--- src/rtl/jtag_bscan_tap.sv ---
// IEEE 1149.1 TAP controller with a 2*NUM_IO-cell boundary-scan register and pad/core muxing.
// Optional macro JTAG_USERCODE_EN: when defined, opcode 8 selects the 32-bit USERCODE register.
module jtag_bscan_tap #(
  parameter int unsigned IR_WIDTH       = 4,
  parameter int unsigned NUM_IO         = 4,
  parameter logic [31:0] IDCODE_VALUE   = 32'h1000_0001,
  parameter logic [31:0] USERCODE_VALUE = 32'h0000_0000
) (
  input  logic                TCK,
  input  logic                TRST,
  input  logic                TMS,
  input  logic                TDI,
  output logic                TDO,
  output logic                TDO_EN,
  input  logic [NUM_IO-1:0]   PIN_IN,
  input  logic [NUM_IO-1:0]   CORE_OUT,
  output logic [NUM_IO-1:0]   PAD_OUT,
  output logic                PAD_OE,
  output logic [NUM_IO-1:0]   CORE_IN,
  output logic [IR_WIDTH-1:0] IR_OUT,
  output logic                TLR
);

  localparam int unsigned BSR_LEN = 2 * NUM_IO;

  localparam logic [IR_WIDTH-1:0] OP_SAMPLE   = IR_WIDTH'(1);
  localparam logic [IR_WIDTH-1:0] OP_EXTEST   = IR_WIDTH'(2);
  localparam logic [IR_WIDTH-1:0] OP_INTEST   = IR_WIDTH'(3);
  localparam logic [IR_WIDTH-1:0] OP_CLAMP    = IR_WIDTH'(5);
  localparam logic [IR_WIDTH-1:0] OP_IDCODE   = IR_WIDTH'(7);
`ifdef JTAG_USERCODE_EN
  localparam logic [IR_WIDTH-1:0] OP_USERCODE = IR_WIDTH'(8);
`endif
  localparam logic [IR_WIDTH-1:0] OP_HIGHZ    = IR_WIDTH'(9);

  typedef enum logic [3:0] {
    S_TLR, S_RTI, S_SELDR, S_CAPDR, S_SHDR, S_EX1DR, S_PAUDR, S_EX2DR, S_UPDDR,
    S_SELIR, S_CAPIR, S_SHIR, S_EX1IR, S_PAUIR, S_EX2IR, S_UPDIR
  } state_e;

  typedef enum logic [1:0] {SEL_BYP, SEL_ID, SEL_UC, SEL_BSR} sel_e;

  state_e               state, state_nxt;
  sel_e                 sel;
  logic [IR_WIDTH-1:0]  ir_shift;
  logic                 byp;
  logic [31:0]          dr32;
  logic [31:0]          cap32;
  logic [BSR_LEN-1:0]   bsr_shift;
  logic [BSR_LEN-1:0]   bsr_upd;

  // TAP next-state on TMS
  always_comb begin
    state_nxt = state;
    case (state)
      S_TLR:   state_nxt = TMS ? S_TLR   : S_RTI;
      S_RTI:   state_nxt = TMS ? S_SELDR : S_RTI;
      S_SELDR: state_nxt = TMS ? S_SELIR : S_CAPDR;
      S_CAPDR: state_nxt = TMS ? S_EX1DR : S_SHDR;
      S_SHDR:  state_nxt = TMS ? S_EX1DR : S_SHDR;
      S_EX1DR: state_nxt = TMS ? S_UPDDR : S_PAUDR;
      S_PAUDR: state_nxt = TMS ? S_EX2DR : S_PAUDR;
      S_EX2DR: state_nxt = TMS ? S_UPDDR : S_SHDR;
      S_UPDDR: state_nxt = TMS ? S_SELDR : S_RTI;
      S_SELIR: state_nxt = TMS ? S_TLR   : S_CAPIR;
      S_CAPIR: state_nxt = TMS ? S_EX1IR : S_SHIR;
      S_SHIR:  state_nxt = TMS ? S_EX1IR : S_SHIR;
      S_EX1IR: state_nxt = TMS ? S_UPDIR : S_PAUIR;
      S_PAUIR: state_nxt = TMS ? S_EX2IR : S_PAUIR;
      S_EX2IR: state_nxt = TMS ? S_UPDIR : S_SHIR;
      S_UPDIR: state_nxt = TMS ? S_SELDR : S_RTI;
      default: state_nxt = S_TLR;
    endcase
  end

  // Data-register selection from the active instruction; unknown codes fall back to bypass
  always_comb begin
    sel = SEL_BYP;
    case (IR_OUT)
      OP_SAMPLE, OP_EXTEST, OP_INTEST: sel = SEL_BSR;
      OP_IDCODE:                       sel = SEL_ID;
`ifdef JTAG_USERCODE_EN
      OP_USERCODE:                     sel = SEL_UC;
`endif
      default:                         sel = SEL_BYP;
    endcase
  end

  // IDCODE and USERCODE share one 32-bit shift stage
  assign cap32 = (sel == SEL_UC) ? USERCODE_VALUE : IDCODE_VALUE;

  always_ff @(posedge TCK or negedge TRST) begin
    if (!TRST) begin
      state     <= S_TLR;
      ir_shift  <= '0;
      IR_OUT    <= OP_IDCODE;
      byp       <= 1'b0;
      dr32      <= '0;
      bsr_shift <= '0;
      bsr_upd   <= '0;
    end else begin
      state <= state_nxt;
      case (state)
        S_CAPIR: ir_shift <= IR_WIDTH'(1);
        S_SHIR:  ir_shift <= {TDI, ir_shift[IR_WIDTH-1:1]};
        S_CAPDR: begin
          case (sel)
            SEL_BSR: bsr_shift <= {CORE_OUT, PIN_IN};
            SEL_BYP: byp       <= 1'b0;
            default: dr32      <= cap32;
          endcase
        end
        S_SHDR: begin
          case (sel)
            SEL_BSR: bsr_shift <= {TDI, bsr_shift[BSR_LEN-1:1]};
            SEL_BYP: byp       <= TDI;
            default: dr32      <= {TDI, dr32[31:1]};
          endcase
        end
        S_UPDDR: if (sel == SEL_BSR) bsr_upd <= bsr_shift;
        default: ;
      endcase
      // Entering TLR restores IDCODE on the same edge; update stages are kept
      if (state_nxt == S_TLR) IR_OUT <= OP_IDCODE;
      else if (state == S_UPDIR) IR_OUT <= ir_shift;
    end
  end

  // Serial output driven from register LSBs only
  always_comb begin
    TDO    = 1'b0;
    TDO_EN = 1'b0;
    if (state == S_SHIR) begin
      TDO    = ir_shift[0];
      TDO_EN = 1'b1;
    end else if (state == S_SHDR) begin
      TDO_EN = 1'b1;
      case (sel)
        SEL_BSR: TDO = bsr_shift[0];
        SEL_BYP: TDO = byp;
        default: TDO = dr32[0];
      endcase
    end
  end

  assign TLR     = (state == S_TLR);
  assign PAD_OUT = ((IR_OUT == OP_EXTEST) || (IR_OUT == OP_CLAMP)) ? bsr_upd[BSR_LEN-1:NUM_IO] : CORE_OUT;
  assign CORE_IN = (IR_OUT == OP_INTEST) ? bsr_upd[NUM_IO-1:0] : PIN_IN;
  assign PAD_OE  = (IR_OUT != OP_HIGHZ);

endmodule

--- config.mk ---
export PLATFORM = sky130hd
export DESIGN_NAME = jtag_bscan_tap
export DESIGN_NICKNAME = d
export VERILOG_FILES = /design/src/rtl/jtag_bscan_tap.sv
export SDC_FILE = /design/constraint.sdc
export NUM_CORES = 1
export LEC_CHECK = 0
export ABC_AREA = 1
export CAP_MARGIN = 20
export CORE_AREA = 2 2 89 65
export CTS_CLUSTER_SIZE = 12
export DETAILED_ROUTE_END_ITERATION = 6
export DIE_AREA = 0 0 91 67
export DONT_BUFFER_PORTS = 1
export GPL_TIMING_DRIVEN = 0
export PLACE_DENSITY = 0.7
export SLEW_MARGIN = 15
export SYNTH_ARGS = -nofsm -noshare
export SYNTH_HDL_FRONTEND = slang
export SYNTH_SLANG_ARGS = --single-unit
--- constraint.sdc ---
create_clock -name TCK -period 1.9 [get_ports TCK]
set_clock_uncertainty 0.1 [all_clocks]
set_input_delay 0.285 -clock TCK [delete_from_list [all_inputs] [get_ports TCK]]
set_output_delay 0.285 -clock TCK [all_outputs]
set_load 0.02 [all_outputs]
==> results of run 1 <==
-- cell families (layout without fill, tap and decap cells) --
family,count (synthesis),in the layout,synth area share (%)
and+or+nand+nor,100,100,15.43
buffers and inverters,80,103,12.47
AOI/OAI and AO/OA,71,71,15.03
DFF,61,61,53.90
muxes,8,8,3.173
-- repair_timing --
action,4_1_cts,5_1_grt
hold endpoints to repair,61,0
setup endpoints to repair,10,49
gates resized for setup,17,20
buffers inserted,2,3
gates cloned,0,1
hold buffers,2,0
pin swaps,5,6
-- registers in the layout (all words and copies together) (netlist names) --
register and cells:
byp 1, bsr_upd 8, bsr_shift 8, dr32 32
IR_OUT 4, state 4, ir_shift 4
-- through the flow --
step                setup slack (ns)  instances  hold slack (ns)
finish                       -0.3250        415          0.02285
global route                 -0.3996        415          0.03008
CTS                          -0.3622        412         0.008151
detailed placement           -0.1228        392          -0.1091
global placement             -0.1092        392          -0.1088
floorplan                     0.1316        320          -0.1106
-- synth_stat cells, drive strengths merged --
| cell | number | area, sq um |
|---|---|---|
| o22ai | 34 | 212.7 |
| dfrtp | 58 | 1451 |
| a21oi | 2 | 10.01 |
| inv | 70 | 262.8 |
| o21ai | 25 | 128.9 |
| nor3 | 2 | 15.01 |
| o21bai | 1 | 7.510 |
| nand3b | 1 | 7.510 |
| buf | 10 | 91.33 |
| dfstp | 3 | 78.83 |
| nor2 | 26 | 121.4 |
| mux2 | 8 | 90.09 |
| nand2 | 61 | 244.0 |
| o211ai | 8 | 60.06 |
| a22oi | 1 | 7.510 |
| nand3 | 10 | 50.05 |
-- worst paths after layout --
kind                        startpoint      endpoint  slack (ns)  cells after the start
max                          IR_OUT[0]    PAD_OUT[0]       -0.32                      5
min                        CORE_OUT[1]  bsr_shift[5]        0.02                      2
max reg2reg                  IR_OUT[2]      dr32[20]        0.10                      8
min reg2reg                 bsr_upd[2]    bsr_upd[2]        0.38                      2
max in group asynchronous         TRST     IR_OUT[1]        1.03                      2
min in group asynchronous         TRST  bsr_shift[3]        0.37                      2
-- power by group --
group	internal, mW	total (mW)	switching, mW
registers	1.63	1.87	0.238
clock network	0.638	1.13	0.491
logic	0.677	1.85	1.18
total	2.95	4.85	1.90
-- area by class of cell --
type | count | area [sq um] | share of cell area (%)
sequential | 61 | 1533 | 46.07
multi-input combinational | 179 | 1076 | 32.34
inverter | 70 | 265.3 | 7.973
clock buffer | 12 | 145.1 | 4.363
buffer | 10 | 91.34 | 2.745
tap | 72 | 90.09 | 2.708
timing repair buffer | 7 | 78.83 | 2.369
clock inverter | 4 | 47.55 | 1.429
-- routing by layer --
layer	track usage (%)	up-vias	wire length, um
li1	-	1067	-
met1	30.38	1014	2877
met2	30.28	51	2402
met3	7.579	10	384
met4	7.386	0	88
met5	0	-	0
-- worst reg2reg max path, delay by kind of cell, from the launching register on --
kind,cells,cell delay (ns)
AND/OR/NAND/NOR,2,0.36
flip-flops,1,0.65
AO/OA/AOI/OAI,1,0.12
buffers and inverters,5,0.50
==> key figures, run 1 <==
STA
  – Actual slew at the worst max-slew pin: about 0.42 ns
  – RSZ-0062 raised after global routing: true
  – Tmin final: 2.225 ns
  – Fmax: 449.4 MHz
  – Slew HR: between 70% and 80%
  – Fin Setup TNS: -2.623 ns
  – Period utilization: 117.1%
  – Setup violations, final: 9
  – Max Slew Vio Count: 0
  – Final Hold Fails: 0
  – Final setup margin: -0.3250 ns

Final layout
  – Filler cells: 449
  – Layout cells sized above 1: a little over a fifth
  – Post-route cell area: roughly 3300 sq um
  – Most frequent cells in the layout: 65 x inv_1, 56 x dfrtp_1, 54 x nand2_1
  – Util after Layout: 64.29%
  – # diodes: 0
  – Layout Nets: 350
  – Most common cell after layout, fill and taps aside: inv_1
  – Area Growth Syn to Fin: 17.19%

Min path
  – Worst hold path type: in -> reg

Synthesis
  – Syn Nets: about 330
  – Post-Syn Area: about 2800 sq um
  – Count of different cell masters after synthesis: 24
  – Synth Warn #: 0
  – Post-Syn Area per Cell: 8.872 sq um
  – Post-synthesis cell count: 320
  – Yosys reg bits: ~60
  – Sequential area share after synthesis: 53.90%

Placement
  – Port bufs: 0
  – HPWL after detailed placement: approximately 3.7 mm
  – GP Congestion: 0.8981
  – Placed Instance Area: between 2000 and 3000 sq um

Setup path
  – Critical Path Fanout Max: 5
  – WS Path Type: reg -> out
  – Worst Path Arrival: ~1.8 ns
  – Slowest-stage cell, CP: dfstp_2
  – Worst stage delay on the critical path: roughly 0.67 ns
  – Worst Path Required: 1.51 ns
  – CP bufs+invs: 1
  – Setup crit start kind: flop
  – Critical Path End Type: primary output
  – CP delay by family, top: flip-flops
  – Worst path cell trace: inv_1, nor2_1, nand3_1, nand2_4, mux2_4

Routing
  – Via count: 2142
  – Routed WL: between 5 and 6 mm
  – Wire length per cell: 13.86 um
  – Residual DRC: 0
  – DR iter-0 viols: 198
  – ANT nets after route: 0
  – Via density per instance: a little over 5
  – 1st-pass router iterations: 4

Clock network
  – CTS max path bufs: 2
  – Clk root buf: clkbuf_8
  – Clock slew at reported path FFs: around 0.070 ns
  – Num CTS Buffers: 9
  – CTS tree: done
  – CTS sink cnt: slightly above 60
  – Clk_lat worst skew: roughly 0.34 ns
  – # H-tree levels: 3

Die
  – Die Area: approximately 6100 sq um
  – Initial core utilization: between 50 and 60%
  – Core box area: between 5000 and 6000 sq um
  – Die height: approximately 67 um
  – I/O pins: 28
  – Die W: between 90 and 100 um
  – Site Rows: 22

Power
  – P_leak: 1.654 nW
  – Peak supply drop: 0.8065 mV
  – Power density cells: around 1500 nW/um^2
  – Total power: about 4.9 mW

Run status
  – Status: finished with violations
  – Failing checks: negative setup slack

Global routing
  – Largest net degree at the start of global routing: just over 60
  – GRT Overall Usage: 21.38%
  – Initial antenna violation count: 0
  – Gr ovfl total: 0
  – First-pass GRT wire length: a little over 10 mm
  – Vias in the first global route: slightly above 2000

Job
  – Max_cap viols: 0
(Power assumes the default switching activity.)
==> run 2: changes to the inputs <==
- SKIP_CTS_REPAIR_TIMING: unset -> 1
==> run 2 against run 1 <==
Against the previous run: the flow still finishes with violations (negative setup slack); global-route usage shrank 0.36 points; via count shrank 1.4%; register-to-register slack is essentially flat; worst setup slack lost 0.030 ns.
==> key figures, run 2 (synthesis gave the netlist of run 1 again) <==
Run status
  – Status: finished with violations
  – Failing checks: negative setup slack

STA
  – Fmax: 443.5 MHz (-1.3%)
  – Actual slew at the worst max-slew pin: 0.4277 ns (+0.01032 ns)
  – Period utilization: 118.7% (+1.6 points)
  – Slew HR: 71.38% (-0.69 points)
  – RSZ-0062 raised after global routing: true
  – Setup violations, final: 9 (unchanged)
  – Final setup margin: -0.3549 ns (-0.02989 ns)
  – Final Hold Fails: 0 (unchanged)
  – Max Slew Vio Count: 0 (unchanged)
  – Tmin final: 2.255 ns (+0.02989 ns)

Final layout
  – Post-route cell area: 3251 sq um (-2.3%)
  – Most common cell after layout, fill and taps aside: inv_1
  – Max FFs per register: 32 (unchanged)
  – Layout Nets: 347 (-0.86%)
  – Layout cells sized above 1: 18.24% (-3.0 points)
  – # diodes: 0 (unchanged)
  – Most frequent cells in the layout: 65 x inv_1, 57 x dfrtp_1, 54 x nand2_1
  – Area Growth Syn to Fin: 14.50%
  – Largest regs: dr32: 32 flops, bsr_shift: 8 flops, bsr_upd: 8 flops
  – Largest Register: dr32

Min path
  – Worst hold path type: in -> reg

Global routing
  – Met3 Usage GRT: 7.805% (+0.23 points)
  – GR Util met1: 30.14% (-0.24 points)
  – Top Usage Layer GRT: met1
  – Gr ovfl total: 0 (unchanged)
  – Vias in the first global route: 2018 (-0.98%)
  – Largest net degree at the start of global routing: 62 (unchanged)
  – First-pass GRT wire length: 9.894 mm (-1.6%)
  – Global Route met2 Usage: 29.07% (-1.2 points)
  – Initial antenna violation count: 0 (unchanged)
  – GRT Overall Usage: 21.02% (-0.36 points)

Setup path
  – CP Launch Point: IR_OUT[1]
  – Critical Path Fanout Max: 6 (+1)
  – Reg2reg setup slack: 0.09 ns (about the same)
  – Slowest-stage cell, CP: dfstp_2
  – Critical R2R Capture: byp
  – Setup crit start kind: flop
  – Worst stage delay on the critical path: 0.68 ns (about the same)
  – FF-to-FF path depth: 6 (-2)
  – Critical Path End Type: primary output
  – CP endpoint: TDO
  – Worst path cell trace: nand2_4, nor3_4, inv_2, o211ai_1, o21ai_2
  – Worst Path Required: 1.51 ns (about the same)
  – Worst Path Arrival: 1.87 ns (+0.03 ns)
  – FF-to-FF Start: IR_OUT[1]
  – WS Path Type: reg -> out

Die
  – Die Area: 6097 sq um (unchanged)
  – I/O pins: 28 (unchanged)
  – Core box area: 5175 sq um (unchanged)
  – Die height: 67 um (unchanged)
  – Site Rows: 22 (unchanged)
  – Initial core utilization: 54.86% (unchanged)
  – Die W: 91 um (unchanged)

Power
  – Int Power: 2.900 mW (-1.6%)
  – Power density cells: 1462 nW/um^2 (+0.25%)
  – P_leak: 1.639 nW (-0.94%)
  – Comb pwr share: 37.0% (-1.2 points)
  – NetSw: 1.852 mW (-2.8%)
  – Switching share of power: 38.97% (-0.29 points)
  – Flop pwr share: 39.3% (+0.7 points)
  – Peak supply drop: 0.7775 mV (-3.6%)
  – Clock power share: 23.7% (+0.4 points)
  – Total power: 4.753 mW (-2.0%)

Clock network
  – # H-tree levels: 3 (unchanged)
  – Clk root buf: clkbuf_8
  – Num CTS Buffers: 9 (unchanged)
  – CTS sink cnt: 61 (unchanged)
  – Clk_lat worst skew: 0.34 ns (about the same)
  – Clock slew at reported path FFs: 0.07 ns (about the same)
  – CTS max path bufs: 2 (unchanged)
  – CTS tree: done

Placement
  – Port bufs: 0 (unchanged)
  – HPWL after detailed placement: 3.708 mm (unchanged)
  – GP Congestion: 0.8981 (unchanged)
  – Placed Instance Area: 2929 sq um (unchanged)

Routing
  – Via count: 2112 (-1.4%)
  – Routed WL: 5.631 mm (-2.1%)
  – Residual DRC: 0 (unchanged)
  – 1st-pass router iterations: 4 (unchanged)
  – Wire length per cell: 13.67 um (-1.4%)
  – Via density per instance: 5.126 (-0.68%)
  – ANT nets after route: 0 (unchanged)
  – DR iter-0 viols: 191 (-3.5%)

Job
  – Max_cap viols: 0 (unchanged)
-- run 2: power groups by stage --
stage,Sequential [mW],Combinational [mW],Clock (mW)
floorplan,1.81,1.30,0
global placement,1.85,1.54,0
detailed placement,1.86,1.57,0
CTS,1.84,1.57,1.16
global route,1.91,1.98,1.22
finish,1.87,1.76,1.13
-- run 2: critical path, delay by kind of cell (launching register included) --
family | cells | cell delay [ns]
AO/OA/AOI/OAI | 2 | 0.46
AND/OR/NAND/NOR | 2 | 0.31
flip-flops | 1 | 0.68
buffers and inverters | 1 | 0.07
-- run 2: layout make-up --
class / count / area [sq um]
clock buffer: 12 / 145.1
timing repair buffer: 4 / 52.55
clock inverter: 4 / 47.55
tap: 72 / 90.09
inverter: 70 / 262.8
buffer: 10 / 91.34
sequential: 61 / 1531
fill: 454 / 1924
multi-input combinational: 179 / 1030
-- run 2: how the worst min path moves through the flow --
| stage | start | end | depth (start not counted) |
|---|---|---|---|
| after CTS | TRST | bsr_shift[3] | 0 |
| final | CORE_OUT[1] | bsr_shift[5] | 2 |
| after global placement | TRST | dr32[21] | 0 |
| after global routing | PIN_IN[1] | bsr_shift[1] | 2 |
| after floorplan | TRST | IR_OUT[3] | 0 |
| after detailed placement | TRST | dr32[23] | 0 |
-- run 2: routing by layer --
| metal | vias to the layer above | wire, um | share of wire, % |
|---|---|---|---|
| met2 | 49 | 2349 | 42 |
| met3 | 11 | 362 | 6.4 |
| met5 | - | 0 | 0 |
| li1 | 1062 | - | - |
| met4 | 0 | 69 | 1.2 |
| met1 | 990 | 2850 | 51 |
-- run 2: through the flow --
stage	cells	utilization (%)	TNS (ns)	hold slack, ns	worst slack (ns)
floorplan	320	-	0	-0.1106	0.1316
global placement	392	56.60	-0.1658	-0.1088	-0.1092
detailed placement	392	56.60	-0.2796	-0.1091	-0.1228
CTS	408	60.32	-3.248	-0.4807	-0.5157
global route	412	62.81	-3.088	0.03008	-0.4740
finish	412	62.81	-2.432	0.02495	-0.3549
